`src/rtl/uart_rx_pkg.sv`:
```
// Shared types and constants for the oversampling UART receive controller.
package uart_rx_pkg;

    // Default frame geometry.
    localparam int unsigned OVERSAMPLE_DEF = 16;
    localparam int unsigned DATA_BITS_DEF  = 8;

    // Receive sequencer states; PARITY is only reachable with UART_RX_PARITY_EN.
    typedef enum logic [2:0] {
        IDLE,
        START,
        DATA,
        PARITY,
        STOP
    } rx_state_e;

    // Tick counter width: clog2(OVERSAMPLE), never below one bit.
    function automatic int unsigned cnt_w(input int unsigned os);
        return (os > 1) ? $clog2(os) : 1;
    endfunction

    // Bit index width: clog2(DATA_BITS + 1) so the index can reach DATA_BITS.
    function automatic int unsigned bidx_w(input int unsigned db);
        return $clog2(db + 1);
    endfunction

endpackage

```
`src/rtl/uart_rx_ctrl_if.sv`:
```
// Receive holding register hand-off: producer drives data/valid, consumer drives ready.
interface uart_rx_ctrl_if
    import uart_rx_pkg::*;
#(
    parameter int unsigned DATA_BITS = DATA_BITS_DEF
);

    logic [DATA_BITS-1:0] rhr_data;
    logic                 rhr_valid;
    logic                 rhr_ready;

    modport master (
        output rhr_data,
        output rhr_valid,
        input  rhr_ready
    );

    modport slave (
        input  rhr_data,
        input  rhr_valid,
        output rhr_ready
    );

endinterface

```
`src/rtl/uart_rx_sync.sv`:
```
// Two-flop synchronizer for the asynchronous serial line; resets to the idle (high) level.
module uart_rx_sync (
    input  logic clk,
    input  logic reset,
    input  logic d_i,
    output logic q_o
);

    logic meta_q;
    logic sync_q;

    // Double-register the line; both stages come out of reset at line-idle.
    always_ff @(posedge clk or posedge reset) begin
        if (reset) begin
            meta_q <= 1'b1;
            sync_q <= 1'b1;
        end else begin
            meta_q <= d_i;
            sync_q <= meta_q;
        end
    end

    assign q_o = sync_q;

endmodule

```
`src/rtl/uart_rx_ctrl.sv`:
```
// Oversampling UART receive controller: start detect, mid-bit sampling, framing,
// and a single-entry holding register with valid/ready hand-off.
// Optional parity checking is compiled in with the macro UART_RX_PARITY_EN.
module uart_rx_ctrl
    import uart_rx_pkg::*;
#(
    parameter int unsigned DATA_BITS  = DATA_BITS_DEF,
    parameter int unsigned OVERSAMPLE = OVERSAMPLE_DEF
`ifdef UART_RX_PARITY_EN
    ,
    parameter bit          PARITY_ODD = 1'b0
`endif
) (
    input  logic           clk,
    input  logic           reset,
    input  logic           baud_tick,
    input  logic           rx_data,
    input  logic           err_clr,
    uart_rx_ctrl_if.master rhr,
    output logic           frame_err,
    output logic           overrun,
    output logic           parity_err,
    output logic           busy
);

    localparam int unsigned CNT_W  = cnt_w(OVERSAMPLE);
    localparam int unsigned BIDX_W = bidx_w(DATA_BITS);

    localparam logic [CNT_W-1:0]  CNT_LAST  = CNT_W'(OVERSAMPLE - 1);
    localparam logic [CNT_W-1:0]  CNT_MID   = CNT_W'(OVERSAMPLE / 2 - 1);
    localparam logic [BIDX_W-1:0] BIDX_LAST = BIDX_W'(DATA_BITS - 1);

    rx_state_e            state_q;
    logic [CNT_W-1:0]     cnt_q;
    logic [BIDX_W-1:0]    bidx_q;
    logic [DATA_BITS-1:0] shift_q;
    logic [DATA_BITS-1:0] shift_d;
    logic [DATA_BITS-1:0] rhr_data_q;
    logic                 rhr_valid_q;
    logic                 frame_err_q;
    logic                 overrun_q;
    logic                 busy_q;
    logic                 rxs;
    logic                 consume_c;
    logic                 byte_ok_c;
`ifdef UART_RX_PARITY_EN
    logic                 par_bad_q;
    logic                 parity_err_q;
`endif

    uart_rx_sync u_sync (
        .clk   (clk),
        .reset (reset),
        .d_i   (rx_data),
        .q_o   (rxs)
    );

    // Consumer takes the held byte this cycle.
    assign consume_c = rhr_valid_q & rhr.rhr_ready;

    // LSB-first shift: each new sample enters at the MSB end.
    assign shift_d = {rxs, shift_q[DATA_BITS-1:1]};

    // A completed frame is kept only with a good stop bit (and good parity when enabled).
`ifdef UART_RX_PARITY_EN
    assign byte_ok_c = rxs & ~par_bad_q;
`else
    assign byte_ok_c = rxs;
`endif

    // Receive sequencer, counters, shift register, holding register and sticky flags.
    always_ff @(posedge clk or posedge reset) begin
        if (reset) begin
            state_q      <= IDLE;
            cnt_q        <= '0;
            bidx_q       <= '0;
            shift_q      <= '0;
            rhr_data_q   <= '0;
            rhr_valid_q  <= 1'b0;
            frame_err_q  <= 1'b0;
            overrun_q    <= 1'b0;
            busy_q       <= 1'b0;
`ifdef UART_RX_PARITY_EN
            par_bad_q    <= 1'b0;
            parity_err_q <= 1'b0;
`endif
        end else begin
            if (consume_c) begin
                rhr_valid_q <= 1'b0;
            end
            // Clearing comes first so an error raised on the same edge survives.
            if (err_clr) begin
                frame_err_q  <= 1'b0;
                overrun_q    <= 1'b0;
`ifdef UART_RX_PARITY_EN
                parity_err_q <= 1'b0;
`endif
            end
            if (baud_tick) begin
                case (state_q)
                    IDLE: begin
                        if (!rxs) begin
                            state_q <= START;
                            cnt_q   <= '0;
                            busy_q  <= 1'b1;
                        end
                    end
                    START: begin
                        if (cnt_q == CNT_MID) begin
                            if (rxs) begin
                                state_q <= IDLE;
                                busy_q  <= 1'b0;
                            end else begin
                                state_q <= DATA;
                                cnt_q   <= '0;
                                bidx_q  <= '0;
                            end
                        end else begin
                            cnt_q <= cnt_q + CNT_W'(1);
                        end
                    end
                    DATA: begin
                        if (cnt_q == CNT_LAST) begin
                            shift_q <= shift_d;
                            cnt_q   <= '0;
                            bidx_q  <= bidx_q + BIDX_W'(1);
                            if (bidx_q == BIDX_LAST) begin
`ifdef UART_RX_PARITY_EN
                                state_q <= PARITY;
`else
                                state_q <= STOP;
`endif
                            end
                        end else begin
                            cnt_q <= cnt_q + CNT_W'(1);
                        end
                    end
`ifdef UART_RX_PARITY_EN
                    PARITY: begin
                        if (cnt_q == CNT_LAST) begin
                            // Data bits plus parity bit must have the configured overall parity.
                            par_bad_q <= ((^shift_q) ^ rxs) != PARITY_ODD;
                            cnt_q     <= '0;
                            state_q   <= STOP;
                        end else begin
                            cnt_q <= cnt_q + CNT_W'(1);
                        end
                    end
`endif
                    STOP: begin
                        if (cnt_q == CNT_LAST) begin
                            state_q <= IDLE;
                            cnt_q   <= '0;
                            busy_q  <= 1'b0;
                            if (!rxs) begin
                                frame_err_q <= 1'b1;
                            end
`ifdef UART_RX_PARITY_EN
                            if (par_bad_q) begin
                                parity_err_q <= 1'b1;
                            end
`endif
                            if (byte_ok_c) begin
                                if (!rhr_valid_q || consume_c) begin
                                    rhr_data_q  <= shift_q;
                                    rhr_valid_q <= 1'b1;
                                end else begin
                                    overrun_q <= 1'b1;
                                end
                            end
                        end else begin
                            cnt_q <= cnt_q + CNT_W'(1);
                        end
                    end
                    default: begin
                        state_q <= IDLE;
                        busy_q  <= 1'b0;
                    end
                endcase
            end
        end
    end

    assign rhr.rhr_data  = rhr_data_q;
    assign rhr.rhr_valid = rhr_valid_q;
    assign frame_err     = frame_err_q;
    assign overrun       = overrun_q;
    assign busy          = busy_q;
`ifdef UART_RX_PARITY_EN
    assign parity_err    = parity_err_q;
`else
    assign parity_err    = 1'b0;
`endif

endmodule

```
`src/flat_wrapper.sv`:
```
// flat-port wrapper written by rule: the top's interface ports become plain ports
module uart_rx_ctrl_flat import uart_rx_pkg::*;
#(
    parameter int unsigned DATA_BITS  = DATA_BITS_DEF,
    parameter int unsigned OVERSAMPLE = OVERSAMPLE_DEF

)
  (clk, reset, baud_tick, rx_data, err_clr, frame_err, overrun, parity_err, busy, rhr_rhr_data, rhr_rhr_valid, rhr_rhr_ready);
  uart_rx_ctrl_if #(.DATA_BITS(DATA_BITS)) rhr_i ();
  input  logic clk;
  input  logic reset;
  input  logic baud_tick;
  input  logic rx_data;
  input  logic err_clr;
  output logic frame_err;
  output logic overrun;
  output logic parity_err;
  output logic busy;
  output wire logic [$bits(rhr_i.rhr_data)-1:0] rhr_rhr_data;
  output wire logic [$bits(rhr_i.rhr_valid)-1:0] rhr_rhr_valid;
  input wire logic [$bits(rhr_i.rhr_ready)-1:0] rhr_rhr_ready;
  assign rhr_rhr_data = rhr_i.rhr_data;
  assign rhr_rhr_valid = rhr_i.rhr_valid;
  assign rhr_i.rhr_ready = rhr_rhr_ready;
  uart_rx_ctrl #(.DATA_BITS(DATA_BITS), .OVERSAMPLE(OVERSAMPLE)) u_core (.clk(clk), .reset(reset), .baud_tick(baud_tick), .rx_data(rx_data), .err_clr(err_clr), .rhr(rhr_i), .frame_err(frame_err), .overrun(overrun), .parity_err(parity_err), .busy(busy));
endmodule
```
`config.mk`:
```
export PLATFORM = sky130hd
export DESIGN_NAME = uart_rx_ctrl_flat
export DESIGN_NICKNAME = d
export VERILOG_FILES = /design/src/rtl/uart_rx_pkg.sv /design/src/rtl/uart_rx_ctrl_if.sv /design/src/rtl/uart_rx_sync.sv /design/src/rtl/uart_rx_ctrl.sv /design/src/flat_wrapper.sv
export SDC_FILE = /design/constraint.sdc
export NUM_CORES = 1
export LEC_CHECK = 0
export CAP_MARGIN = 20
export CORE_MARGIN = 2
export CORE_UTILIZATION = 59
export CTS_CLUSTER_DIAMETER = 150
export DETAILED_ROUTE_END_ITERATION = 12
export PLACE_DENSITY = 0.83
export SYNTH_ARGS = -nofsm -noshare
export SYNTH_HDL_FRONTEND = slang
export SYNTH_SLANG_ARGS = --single-unit
```
`constraint.sdc`:
```
create_clock -name clk -period 3.2 [get_ports clk]
set_input_delay 0.8 -clock clk [delete_from_list [all_inputs] [get_ports clk]]
set_output_delay 0.8 -clock clk [all_outputs]
set_load 0.005 [all_outputs]
```
==> metrics.csv <==
metric,value,unit
YS warnings,0,
clock-pin slew on the worst setup and hold paths,100,ps
worst-path cell chain,"clkdlybuf4s50_1, and3_1, mux2_2",
cts bufs inserted,5,
Bufs on Longest Clock Path,2,
P per Cell Area,659,nW/µm²
first-pass GRT wire length,5.58,mm
Mapped Nets,155,
Critical Path Start Type,primary input,
die span in y,56.9,µm
Yosys top cell area share,47.0,%
Final Hold Fails,0,
Setup Skew,15.6,ps
grt total ovfl,0,
"area leader, netlist",dfrtp_1,
main flop type after synthesis,dfrtp_1,
"Setup Fix Bufs, Post-CTS",0,
I/O pin count,19,
routed via count,1202,
"Slew Viols, Final",0,
Die ar.,3230,µm²
Final Cycle Share,66.0,%
final core utilization,69.9,%
CP Class,primary input to flip-flop,
MaxCap Viol Count,0,
min cycle time layout,2110,ps
die width,56.9,µm
Post-Syn Instances,147,
Final WS setup,1090,ps
Setup TNS,0,ps
Crit path largest cell delay,670,ps
HP Class,flip-flop to flip-flop,
outcome,"complete, no violations",
largest net degree at the start of global routing,22,
LEAKAGE,0.000888,µW
count of antenna-violating nets left after detailed routing,0,
Sink Count,33,
"EDFF count, synth",0,
"Clk Latency, worst-skew pair",340,ps
most common cell in the netlist,dfrtp_1,
DRT Pass-1 Iters,4,
Post-CTS Resized,0,
fraction of layout instances using a drive strength above 1,19.6,%
Achievable Freq,474,MHz
post-place setup slack,749,ps
worst hold slack,365,ps
synth unique cells,52,
P&R area growth vs syn,14.9,%
RD Place Congestion,0.854,
CTS tree,built,
CTS root buf,clkbuf_4,
cell area after synthesis,1650,µm²
"top cells by count, synth","dfrtp_1, mux2_2, nand2_1",
H-tree Lvls,2,
Slew @ Worst Pin,549,ps
post-DR wirelength/cell,16.1,µm
Rel. slew slack,63.1,%
CP arrival,2330,ps
unrepaired setup endpoints after global routing,false,
diode count,0,
Synth area leaders,"dfrtp_1, mux2_2, dfstp_2, nand2_1, o21ai_0",
# rows,19,
Worst Setup End Kind,flip-flop,
Buffers on Ports,17,
Post-CTS Hold Fix Bufs,0,
syn avg cell area,11.2,µm²
Via density,6.20,
slowest cell on the critical path,clkdlybuf4s50_1,
Final #Nets,170,
number of synthesized register bits,33,
"Max FO, Critical Path",10,
Core ar.,2710,µm²
GRT Resource Usage Total,22.8,%
initial antenna violation count,0,
"FFs w/ async S/R, synth",100,%
Initial Util,60.8,%
sequential element share of the synthesized area,50.2,%
First DRT Iteration DRCs,43,
drt drc,0,
worst vdd ir,0.000540,V
final wirelength,3.12,mm
Post-DP HPWL,2.22,mm
Required @ worst endpoint,3420,ps
vias in the first global route,1214,
Final Setup Violations,0,
-- flip-flops by register name (all words and copies together), names as in the netlist --
name and count:
u_core.u_sync.meta_q 1, u_core.rhr.rhr_data 8, u_core.busy 1, u_core.u_sync.q_o 1, u_core.overrun 1, u_core.cnt_q 4, u_core.frame_err 1, u_core.bidx_q 4
u_core.state_q 3, u_core.rhr.rhr_valid 1, u_core.shift_q 8
-- where the power goes --
part	total [µW]	switching, µW	internal (µW)	leakage [µW]
clock network	319	153	165	0.0000414
logic	351	184	166	0.000408
registers	579	113	465	0.000438
total	1250	451	797	0.000888
-- cell usage in the layout (no fill, tap or decap), types with 2 or more instances in the layout --
cell	netlist	routed
nand2b_1	2	2
o211ai_1	3	3
and3_1	3	3
mux2_1	3	3
ha_1	2	2
nor2_1	5	5
inv_1	4	4
dfrtp_1	31	31
nor3b_1	2	2
mux2_2	14	14
a21oi_1	2	2
clkdlybuf4s50_1	0	17
nand3b_1	2	2
clkbuf_4	0	5
nand2_1	10	10
nand3_1	6	6
a22o_1	2	2
a21o_1	2	2
nor4_1	2	2
dfstp_2	2	2
and4b_1	2	2
o21ai_0	7	7
xor2_1	3	3
-- final timing paths --
kind | slack (ps) | depth (start not counted) | to | from
min in group asynchronous | 770 | 2 | u_core.cnt_q[2]$_DFFE_PP0P_ | reset
hold reg to reg | 370 | 0 | u_core.u_sync.q_o$_DFF_PP1_ | u_core.u_sync.meta_q$_DFF_PP1_
setup / recovery | 1090 | 3 | u_core.shift_q[6]$_DFFE_PP0P_ | baud_tick
max in group asynchronous | 1710 | 3 | u_core.u_sync.meta_q$_DFF_PP1_ | reset
setup reg to reg | 1120 | 3 | u_core.shift_q[6]$_DFFE_PP0P_ | u_core.state_q[0]$_DFFE_PP0P_
hold / removal | 370 | 0 | u_core.u_sync.q_o$_DFF_PP1_ | u_core.u_sync.meta_q$_DFF_PP1_
-- critical path: cells and delay by family --
kind,cells,cell delay (ps)
buf+inv,1,670
simple gates,1,470
mux,1,390
-- cells by family (layout without fill, tap and decap cells) --
logic type	count (synthesis)	count (layout)	synth area share (%)
buffers and inverters	15	31	4.48
XOR/XNOR	3	3	1.59
multiplexers	18	18	12.2
AND/OR/NAND/NOR	45	45	16.7
adder cells (fa/ha/maj)	2	2	1.52
AO/OA/AOI/OAI	30	30	13.1
other	1	1	0.227
flip-flops	33	33	50.2
-- final cells by class --
cell class	instances	area, µm²
clock buffer	5	37.5
clock inverter	3	46.3
fill	212	816
inverter	5	18.8
multi-input combinational	99	747
sequential	33	828
tap	31	38.8
timing repair buffer	18	178
-- routing by layer --
metal,vias up,global-route usage (%),part of all wire (%)
met5,-,0,0
met4,0,9.63,1.7
li1,563,-,-
met1,599,29.1,43
met3,7,7.83,5.6
met2,33,35.5,50
-- through the flow --
stage | std cells | cell area (µm²) | power, µW
6_report | 194 | 1890 | 1250
5_1_grt | 194 | 1890 | 1340
4_1_cts | 194 | 1890 | 1250
3_5_place_dp | 186 | 1810 | 928
3_3_place_gp | 186 | 1810 | 908
2_1_floorplan | 147 | 1650 | 859
Note: power is estimated with default switching activity, not from simulation.
==> edit (same settings) <==
One comparison of `bidx_q` changes from == to >=.
--- a/src/rtl/uart_rx_ctrl.sv
+++ b/src/rtl/uart_rx_ctrl.sv
@@ -125,5 +125,5 @@
                             cnt_q   <= '0;
                             bidx_q  <= bidx_q + BIDX_W'(1);
-                            if (bidx_q == BIDX_LAST) begin
+                            if (bidx_q >= BIDX_LAST) begin
 `ifdef UART_RX_PARITY_EN
                                 state_q <= PARITY;
Formal check against the unedited RTL: same outputs for any inputs over 10 cycles, from zero or initial values and one cycle with reset high; that may be too few to reach the edited logic, so the function may still have changed.
==> edit against the original RTL <==
Setup slack got worse by 0.091 ns. Fmax is 4.1% lower. Via count shrank 7.8%. Largest power group unchanged. Hold slack worse by 0.0044 ns. Critical path depth increased by 2. Synthesized area shrank 2.6%. Total power down 11%. Combinational power fell by 12%. Final area is 3.2% lower. Synthesized cell count down 6.1%. First-iteration DRC count increased by 16%. Wire length is 3.2% lower. Non-clock buffer count up 1. Sequential cell count unchanged.
==> edit: results (changes against the original RTL) <==
static leakage=0.854 nW (-3.8%); Clk pwr share=21.3% (-4.2 points); Worst Reg2Reg Path Length in Cells=5 (+2); Max VDD drop=455 uV (-16%); M2 GR Usage=35.5% (-0.086 points); largest net degree at the start of global routing=20 (-9.1%); Crit path largest cell delay=0.47 ns (-0.20 ns); GRT Overall Usage=22.7% (-0.11 points); Hold Slack=0.361 ns (-0.00442 ns); Slowest-stage cell, CP=clkdlybuf4s50_1; Mean Syn Cell Area=11.6 um2 (+3.8%); post-synthesis compound-gate area fraction=13.6% (+0.58 points); Crit path max-delay family=simple AND/OR/NAND/NOR gates; M1 GR Usage=28.7% (-0.41 points); Post-Synth Adder-Cell Area=1.56% (+0.040 points); clock latency on the worst-skew pair=0.33 ns; n_diodes=0 (unchanged); Post-Route WL=3020 um (-3.2%); share of cells above drive strength 1=14.2% (-5.4 points); Logic power comb=0.309 mW (-12%); Placed Instances=178 (-4.3%); Net Count, Synth=146 (-5.8%); Via density=5.99 (-3.3%); Met1 Wirelength=1320 um (-0.75%); Post-DP Area=0.00178 mm2 (-1.7%); Area contributors post-synth=dfrtp_1 (48%), mux2_1 (8.4%), mux2_2 (4.2%); first-pass GRT wire length=5440 um (-2.5%); GR Util met3=7.91% (+0.073 points); Rel. slew slack=54.6% (-8.4 points); xor/xnor share of the synthesized area=0.545% (-1.0 points); critical path peak fanout=8 (-2); Final nets=163 (-4.1%); register area share after synthesis=51.6% (+1.3 points); mux cell area share after synthesis=14.5% (+2.3 points); Detail Route met2 WL=1530 um (-2.4%); DRT iter0 DRCs=50 (+16%); status=complete, no violations; met3 WL=115 um (-34%); GP Congestion=0.915 (+7.2%); commonest cells in the netlist=dfrtp_1 (31), mux2_1 (12), a21oi_1 (7), nand2_1 (7), mux2_2 (6); Detailed Place HPWL=2190 um (-1.3%); r2r setup slk=1.14 ns (+0.02 ns); PwrDens=606 mW/mm2 (-8.0%); final worst-path cycle share=68.8% (+2.8 points); pre-CTS WS=0.674 ns (-0.0748 ns); Final Skew=0.00709 ns (-0.00852 ns); vias after detailed routing=1108 (-7.8%); Yosys cell types=46 (-12%)
-- edit: layout make-up --
class                           count  area, um2
Sequential cell                    33        828
Fill cell                         182        688
Timing Repair Buffer               19        185
Tap cell                           30       37.5
Multi-Input combinational cell     91        709
Inverter                            5       18.8
Clock buffer                        7       55.1
-- edit: cell families (layout without fill, tap and decap cells) --
group | count (synthesis) | count (layout)
buf+inv | 14 | 31
xor+xnor | 1 | 1
simple gates | 37 | 37
mux | 21 | 21
other cells | 1 | 1
flops | 33 | 33
fa+ha+maj | 2 | 2
compound gates | 29 | 29
-- edit: path summary, 6_finish.rpt --
kind / start / to
worst max-delay path: baud_tick / u_core.rhr.rhr_data[1]
worst min-delay path: u_core.u_sync.meta_q / u_core.u_sync.q_o
worst max register to register: u_core.cnt_q[0] / u_core.state_q[1]
worst min register to register: u_core.u_sync.meta_q / u_core.u_sync.q_o
max in group asynchronous: reset / u_core.rhr.rhr_valid
min in group asynchronous: reset / u_core.rhr.rhr_data[0]
